File: src/rtl/pipe_ctrl_pkg.sv
// Shared types and constants for the 3-stage pipeline sequencing/hazard controller.
package pipe_ctrl_pkg;

  typedef enum logic [1:0] {
    IDLE   = 2'd0,
    RUN    = 2'd1,
    DRAIN  = 2'd2,
    HALTED = 2'd3
  } state_t;

  // Operand source mux encodings
  localparam logic [1:0] FWD_REG = 2'b00;
  localparam logic [1:0] FWD_EXE = 2'b01;
  localparam logic [1:0] FWD_WB  = 2'b10;

  localparam int AW_DEF = 4;

endpackage

File: src/rtl/pipe_ctrl_3stage_if.sv
// Decode-side request and control-output bundle between the datapath and the pipeline controller.
interface pipe_ctrl_3stage_if #(
  parameter int AW    = 4,
  parameter int CNT_W = 16
);
  logic             start;
  logic             halt_dec;
  logic             id_ren1;
  logic [AW-1:0]    id_raddr1;
  logic             id_ren2;
  logic [AW-1:0]    id_raddr2;
  logic             id_wen;
  logic [AW-1:0]    id_waddr;
  logic             pc_en;
  logic             pc_clr;
  logic             bubble;
  logic             wb_we;
  logic [1:0]       fwd_sel1;
  logic [1:0]       fwd_sel2;
  logic             busy;
  logic             done;
  logic [CNT_W-1:0] stall_cnt;

  modport master (
    output start, halt_dec, id_ren1, id_raddr1, id_ren2, id_raddr2, id_wen, id_waddr,
    input  pc_en, pc_clr, bubble, wb_we, fwd_sel1, fwd_sel2, busy, done, stall_cnt
  );

  modport slave (
    input  start, halt_dec, id_ren1, id_raddr1, id_ren2, id_raddr2, id_wen, id_waddr,
    output pc_en, pc_clr, bubble, wb_we, fwd_sel1, fwd_sel2, busy, done, stall_cnt
  );

endinterface

File: src/rtl/pipe_hazard_cmp.sv
// Compares one ID source operand against the in-flight EXE and WB destinations.
module pipe_hazard_cmp #(
  parameter int AW      = 4,
  parameter int R0_ZERO = 1
) (
  input  logic          ren,
  input  logic [AW-1:0] raddr,
  input  logic          exe_wen,
  input  logic [AW-1:0] exe_waddr,
  input  logic          wb_wen,
  input  logic [AW-1:0] wb_waddr,
  output logic          hit_exe,
  output logic          hit_wb
);

  logic is_r0;

  // r0 is hard-wired zero, so it can never carry a dependency
  assign is_r0   = (R0_ZERO != 0) && (raddr == '0);
  assign hit_exe = ren && !is_r0 && exe_wen && (exe_waddr == raddr);
  assign hit_wb  = ren && !is_r0 && wb_wen  && (wb_waddr  == raddr);

endmodule

File: src/rtl/pipe_ctrl_3stage.sv
// Run/halt sequencing and RAW hazard control for the IF/ID -> EXE -> WB datapath.
// Define PIPE_CTRL_FWD_EN to resolve hazards by forwarding instead of stalling.
module pipe_ctrl_3stage
  import pipe_ctrl_pkg::*;
#(
  parameter int AW      = AW_DEF,
  parameter int CNT_W   = 16,
  parameter int R0_ZERO = 1
) (
  input  logic                clk,
  input  logic                rst,
  pipe_ctrl_3stage_if.slave   bus
);

  state_t           state, state_nx;
  logic             drain_cnt;
  logic             vld_p1, vld_p2;
  logic [AW-1:0]    waddr_p1, waddr_p2;
  logic [CNT_W-1:0] stall_cnt;
  logic             hit_exe1, hit_wb1, hit_exe2, hit_wb2;
  logic             hazard;
  logic             stall;
  logic             pc_en, pc_clr, bubble, busy, done;
  logic [1:0]       fwd_sel1, fwd_sel2;

  function automatic logic [CNT_W-1:0] sat_inc(input logic [CNT_W-1:0] v);
    return (&v) ? v : v + 1'b1;
  endfunction

  pipe_hazard_cmp #(.AW(AW), .R0_ZERO(R0_ZERO)) u_cmp1 (
    .ren       (bus.id_ren1),
    .raddr     (bus.id_raddr1),
    .exe_wen   (vld_p1),
    .exe_waddr (waddr_p1),
    .wb_wen    (vld_p2),
    .wb_waddr  (waddr_p2),
    .hit_exe   (hit_exe1),
    .hit_wb    (hit_wb1)
  );

  pipe_hazard_cmp #(.AW(AW), .R0_ZERO(R0_ZERO)) u_cmp2 (
    .ren       (bus.id_ren2),
    .raddr     (bus.id_raddr2),
    .exe_wen   (vld_p1),
    .exe_waddr (waddr_p1),
    .wb_wen    (vld_p2),
    .wb_waddr  (waddr_p2),
    .hit_exe   (hit_exe2),
    .hit_wb    (hit_wb2)
  );

`ifdef PIPE_CTRL_FWD_EN
  assign hazard   = 1'b0;
  // EXE holds the younger write, so it wins over WB
  assign fwd_sel1 = hit_exe1 ? FWD_EXE : (hit_wb1 ? FWD_WB : FWD_REG);
  assign fwd_sel2 = hit_exe2 ? FWD_EXE : (hit_wb2 ? FWD_WB : FWD_REG);
`else
  assign hazard   = hit_exe1 | hit_wb1 | hit_exe2 | hit_wb2;
  assign fwd_sel1 = FWD_REG;
  assign fwd_sel2 = FWD_REG;
`endif

  always_comb begin
    state_nx = state;
    pc_en    = 1'b0;
    pc_clr   = 1'b0;
    bubble   = 1'b1;
    busy     = 1'b0;
    done     = 1'b0;
    stall    = 1'b0;
    case (state)
      IDLE: begin
        if (bus.start) begin
          state_nx = RUN;
          pc_clr   = 1'b1;
        end
      end
      RUN: begin
        busy = 1'b1;
        if (bus.halt_dec) begin
          state_nx = DRAIN;
        end else if (hazard) begin
          stall = 1'b1;
        end else begin
          pc_en  = 1'b1;
          bubble = 1'b0;
        end
      end
      DRAIN: begin
        busy = 1'b1;
        if (drain_cnt) state_nx = HALTED;
      end
      HALTED: begin
        done = 1'b1;
        if (bus.start) begin
          state_nx = RUN;
          pc_clr   = 1'b1;
        end
      end
      default: state_nx = IDLE;
    endcase
    if (rst) pc_clr = 1'b0;
  end

  always_ff @(posedge clk) begin
    if (rst) begin
      state     <= IDLE;
      drain_cnt <= 1'b0;
      vld_p1    <= 1'b0;
      vld_p2    <= 1'b0;
      stall_cnt <= '0;
    end else begin
      state     <= state_nx;
      drain_cnt <= (state == DRAIN) ? ~drain_cnt : 1'b0;
      // ID -> EXE: a bubble retires the write intent
      vld_p1    <= bubble ? 1'b0 : bus.id_wen;
      // EXE -> WB
      vld_p2    <= vld_p1;
      if (pc_clr)     stall_cnt <= '0;
      else if (stall) stall_cnt <= sat_inc(stall_cnt);
    end
  end

  always_ff @(posedge clk) begin
    // ID -> EXE
    waddr_p1 <= bubble ? '0 : bus.id_waddr;
    // EXE -> WB
    waddr_p2 <= waddr_p1;
  end

  assign bus.pc_en     = pc_en;
  assign bus.pc_clr    = pc_clr;
  assign bus.bubble    = bubble;
  assign bus.wb_we     = vld_p2;
  assign bus.fwd_sel1  = fwd_sel1;
  assign bus.fwd_sel2  = fwd_sel2;
  assign bus.busy      = busy;
  assign bus.done      = done;
  assign bus.stall_cnt = stall_cnt;

endmodule

File: src/flat_wrapper.sv
// flat-port wrapper written by rule: the top's interface ports become plain ports
module pipe_ctrl_3stage_flat import pipe_ctrl_pkg::*;
#(
  parameter int AW      = AW_DEF,
  parameter int CNT_W   = 16,
  parameter int R0_ZERO = 1
)
  (clk, rst, bus_start, bus_halt_dec, bus_id_ren1, bus_id_raddr1, bus_id_ren2, bus_id_raddr2, bus_id_wen, bus_id_waddr, bus_pc_en, bus_pc_clr, bus_bubble, bus_wb_we, bus_fwd_sel1, bus_fwd_sel2, bus_busy, bus_done, bus_stall_cnt);
  pipe_ctrl_3stage_if #(.AW(AW), .CNT_W(CNT_W)) bus_i ();
  input  logic clk;
  input  logic rst;
  input wire logic [$bits(bus_i.start)-1:0] bus_start;
  input wire logic [$bits(bus_i.halt_dec)-1:0] bus_halt_dec;
  input wire logic [$bits(bus_i.id_ren1)-1:0] bus_id_ren1;
  input wire logic [$bits(bus_i.id_raddr1)-1:0] bus_id_raddr1;
  input wire logic [$bits(bus_i.id_ren2)-1:0] bus_id_ren2;
  input wire logic [$bits(bus_i.id_raddr2)-1:0] bus_id_raddr2;
  input wire logic [$bits(bus_i.id_wen)-1:0] bus_id_wen;
  input wire logic [$bits(bus_i.id_waddr)-1:0] bus_id_waddr;
  output wire logic [$bits(bus_i.pc_en)-1:0] bus_pc_en;
  output wire logic [$bits(bus_i.pc_clr)-1:0] bus_pc_clr;
  output wire logic [$bits(bus_i.bubble)-1:0] bus_bubble;
  output wire logic [$bits(bus_i.wb_we)-1:0] bus_wb_we;
  output wire logic [$bits(bus_i.fwd_sel1)-1:0] bus_fwd_sel1;
  output wire logic [$bits(bus_i.fwd_sel2)-1:0] bus_fwd_sel2;
  output wire logic [$bits(bus_i.busy)-1:0] bus_busy;
  output wire logic [$bits(bus_i.done)-1:0] bus_done;
  output wire logic [$bits(bus_i.stall_cnt)-1:0] bus_stall_cnt;
  assign bus_i.start = bus_start;
  assign bus_i.halt_dec = bus_halt_dec;
  assign bus_i.id_ren1 = bus_id_ren1;
  assign bus_i.id_raddr1 = bus_id_raddr1;
  assign bus_i.id_ren2 = bus_id_ren2;
  assign bus_i.id_raddr2 = bus_id_raddr2;
  assign bus_i.id_wen = bus_id_wen;
  assign bus_i.id_waddr = bus_id_waddr;
  assign bus_pc_en = bus_i.pc_en;
  assign bus_pc_clr = bus_i.pc_clr;
  assign bus_bubble = bus_i.bubble;
  assign bus_wb_we = bus_i.wb_we;
  assign bus_fwd_sel1 = bus_i.fwd_sel1;
  assign bus_fwd_sel2 = bus_i.fwd_sel2;
  assign bus_busy = bus_i.busy;
  assign bus_done = bus_i.done;
  assign bus_stall_cnt = bus_i.stall_cnt;
  pipe_ctrl_3stage #(.AW(AW), .CNT_W(CNT_W), .R0_ZERO(R0_ZERO)) u_core (.clk(clk), .rst(rst), .bus(bus_i));
endmodule
File: config.mk
export PLATFORM = sky130hd
export DESIGN_NAME = pipe_ctrl_3stage_flat
export DESIGN_NICKNAME = d
export VERILOG_FILES = /design/src/rtl/pipe_ctrl_pkg.sv /design/src/rtl/pipe_ctrl_3stage_if.sv /design/src/rtl/pipe_hazard_cmp.sv /design/src/rtl/pipe_ctrl_3stage.sv /design/src/flat_wrapper.sv
export SDC_FILE = /design/constraint.sdc
export NUM_CORES = 1
export LEC_CHECK = 0
export CAP_MARGIN = 20
export CORE_MARGIN = 2
export CORE_UTILIZATION = 50
export DETAILED_ROUTE_END_ITERATION = 8
export PLACE_DENSITY = 0.84
export SYNTH_ARGS = -nofsm -noshare
export SYNTH_HDL_FRONTEND = slang
export SYNTH_SLANG_ARGS = --single-unit
File: constraint.sdc
create_clock -name clk -period 2.8 [get_ports clk]
set_input_delay 0.28 -clock clk [delete_from_list [all_inputs] [get_ports clk]]
set_output_delay 0.28 -clock clk [all_outputs]
set_load 0.05 [all_outputs]
==> impl_metrics.ini <==
[run_status]
status = completed

[setup_path]
r2r_cells = 6
crit_fanout = 37
critical_path_class = in -> out
worstPathArrival_ns = 2.17
rr_startpoint = u_core.state[1]$_SDFFE_PP0P_
end_kind = output port
r2r_end = u_core.bus.stall_cnt[13]$_SDFFE_PP0P_
crit_path_start_kind = input pin
r2r_slack_ns = 0.62
worst_ep_required_time_ns = 2.52

[clocking]
cts_setup_buffers = 0
cts-root-buf = clkbuf_4
holdBufCountCts = 0
cts.sinks = 29
htreeDepth = 2
insertion_delay_ns = 0.33
cts_tree = built
clockBufferDepth = 2
clk_pin_slew_ns = 0.09
cts_made_buffers = 5
cts.repair.resized = 0

[placement]
port_buffers = 40
post-dp-hpwl_um = 2570
placed_cells = 247
dp_slack_ns = 0.349
place_congestion = 0.763

[cells_and_area]
layoutNonFillerInstCount = 255
nets = 244
area_growth_pct = 31.3
num-fill-cells = 258
seqCellArea_sq_um = 581
multi_input_area_sq_um = 881
drive_above_1_share_pct = 5.86
diodes = 0

[floorplan]
die-area_sq_um = 3540
ios = 45
die_w_um = 59.5
fp.coreArea_sq_um = 3000
fp-row-count = 20
start_util_pct = 51.3
dieHeight_um = 59.5

[grt]
grtUsageTotal_pct = 22.1
antenna_found_initial = 0
grt_overflow = 0
grt_max_degree = 38
grt_pass1_wl_um = 5730
first_global_vias = 1315

[pwr]
p_int_uw = 748
p_switching_uw = 445
switching_share_pct = 37.3
powerDensity_nw_per_um2 = 590
p_seq_share_pct = 39.8
leakage_uw = 0.000728
comb_power_share_pct = 35.6
p_clk_share_pct = 24.6
ir_worst_vdd_uv = 340

[routing]
ant_nets = 0
num_vias = 1484
wl_per_cell_um = 13.8
drc = 0
via_per_inst = 5.82
drt_pre_antenna_iters = 4
routed_wl_um = 3510
drt_iter0_drc = 75

[sta]
tns_ns = 0
drv_slew = 0
worst_slack_ns = 0.349
finalHoldViolations = 0
period_minus_slack_ns = 2.45
setup_viol = 0
hold_slack_ns = 0.398
worst_pin_slew_ns = 0.682
max_freq_mhz = 408
grt_setup_unrepaired = no
finClkSkew_ns = 0.00910
timing.max_slew.rel_slack_pct = 54.2
min_period_over_period_pct = 87.5

[hold_path]
min_from = u_core.waddr_p1[1]$_SDFF_PP0_
min_path_type = reg -> reg
min_to = u_core.waddr_p2[1]$_DFF_P_
holdPathStages = 0

[logic_synthesis]
syn_inst = 180
synth_area_sq_um = 1540
ys_seq_area_share_pct = 37.7
yosys_register_bits = 29
ys_warn_count = 0
synth.avg_cell_area_sq_um = 8.56
ys_types = 36

[flow_run]
cap_violations = 0
[cells in the final DEF (no fill, tap or decap), types with 5 or more instances in the layout]
master	synthesis	layout
nor2_1	11	11
or4_1	8	8
clkdlybuf4s50_1	0	38
or3_1	6	6
dfxtp_1	29	29
nand3_1	7	7
nand2_1	18	18
o31ai_1	7	7
and3_1	5	5
xor2_1	12	12
a21oi_1	13	13
inv_1	6	6
clkbuf_4	0	5
[metrics by stage]
step / util (%) / power [uW] / cell area (sq um)
2_1_floorplan: - / 768 / 1550
3_3_place_gp: 65.0 / 896 / 1950
3_5_place_dp: 65.0 / 910 / 1950
4_1_cts: 67.4 / 1200 / 2020
5_1_grt: 67.4 / 1260 / 2020
6_report: 67.4 / 1190 / 2020
[power by group through the flow]
stage	clock (uW)	combinational, uW	sequential, uW
2_1_floorplan	0	289	479
3_3_place_gp	0	412	484
3_5_place_dp	0	425	485
4_1_cts	300	426	475
5_1_grt	314	461	480
6_report	293	424	475
[layer usage]
layer	part of all wire, %	global-route usage (%)	routed length, um	vias to the layer above
met1	42	25.7	1490	691
met2	48	36.9	1700	51
met4	2.0	10.2	70	0
li1	-	-	-	733
met5	0	0	0	-
met3	7.2	6.77	254	9
[critical path, stage by stage]
cell             delay (ns)
clkdlybuf4s50_1        0.46
o41ai_1                0.47
o22a_4                 0.42
and2_1                 0.26
inv_1                  0.10
buf_12                 0.15
[worst max-delay path by stage]
stage                                      startpoint  cells past startpoint                                     to
after floorplan           u_core.bus.wb_we$_SDFF_PP0_                      7                             bus_bubble
after global placement               bus_id_raddr2[3]                      8  u_core.bus.stall_cnt[12]$_SDFFE_PP0P_
after detailed placement             bus_id_raddr2[3]                      9                             bus_bubble
after CTS                            bus_id_raddr2[3]                      9                             bus_bubble
after global routing                 bus_id_raddr2[3]                      9                             bus_bubble
final                                bus_id_raddr1[1]                      6                             bus_bubble
[cell usage after synthesis]
cell | number | area, sq um
dfxtp_1 | 29 | 581
nand2_1 | 18 | 67.6
a21oi_1 | 13 | 65.1
xor2_1 | 12 | 105
nor2_1 | 11 | 41.3
or4_1 | 8 | 60.1
nand3_1 | 7 | 35.0
o31ai_1 | 7 | 52.6
buf_4 | 6 | 45.0
inv_1 | 6 | 22.5
or3_1 | 6 | 37.5
and3_1 | 5 | 31.3
ha_1 | 4 | 50.1
nor3_1 | 4 | 20.0
o21ai_0 | 4 | 20.0
o41ai_1 | 4 | 35.0
xnor2_1 | 4 | 35.0
nand2b_1 | 3 | 18.8
nor4_1 | 3 | 18.8
o211ai_1 | 3 | 22.5
or4b_1 | 3 | 30.0
a31oi_1 | 2 | 12.5
clkbuf_1 | 2 | 7.51
nand4_1 | 2 | 12.5
nor2b_1 | 2 | 12.5
o311ai_1 | 2 | 17.5
a211oi_1 | 1 | 7.51
and2_1 | 1 | 6.26
and3b_1 | 1 | 8.76
and4_1 | 1 | 8.76
buf_2 | 1 | 5.00
buf_6 | 1 | 11.3
conb_1 | 1 | 3.75
nor2_2 | 1 | 6.26
o211a_1 | 1 | 10.0
o22a_4 | 1 | 17.5
[sequential cells by signal, summed over array words and instances, names as in the netlist]
| register | cells |
|---|---|
| u_core.bus.stall_cnt | 16 |
| u_core.bus.wb_we | 1 |
| u_core.drain_cnt | 1 |
| u_core.state | 2 |
| u_core.vld_p1 | 1 |
| u_core.waddr_p1 | 4 |
| u_core.waddr_p2 | 4 |
[final cells by class]
cell class / count / share of cell area, %
Timing Repair Buffer: 41 / 21.2
Tap cell: 33 / 2.04
Clock buffer: 7 / 3.22
Clock inverter: 1 / 0.247
Multi-Input combinational cell: 138 / 43.5
Inverter: 6 / 1.11
Sequential cell: 29 / 28.7
[cells by family (layout without fill, tap and decap cells)]
logic type                 after synthesis  after routing  synth area share (%)
xor gates and xnor gates                16             16                  9.09
and+or+nand+nor                         76             76                  26.9
adders and majority gates                4              4                  3.25
AOI/OAI and AO/OA                       38             38                  16.9
DFF                                     29             29                  37.7
other                                    1              4                 0.243
buffers and inverters                   16             55                  5.92
Power figures use the tool's default switching activity.
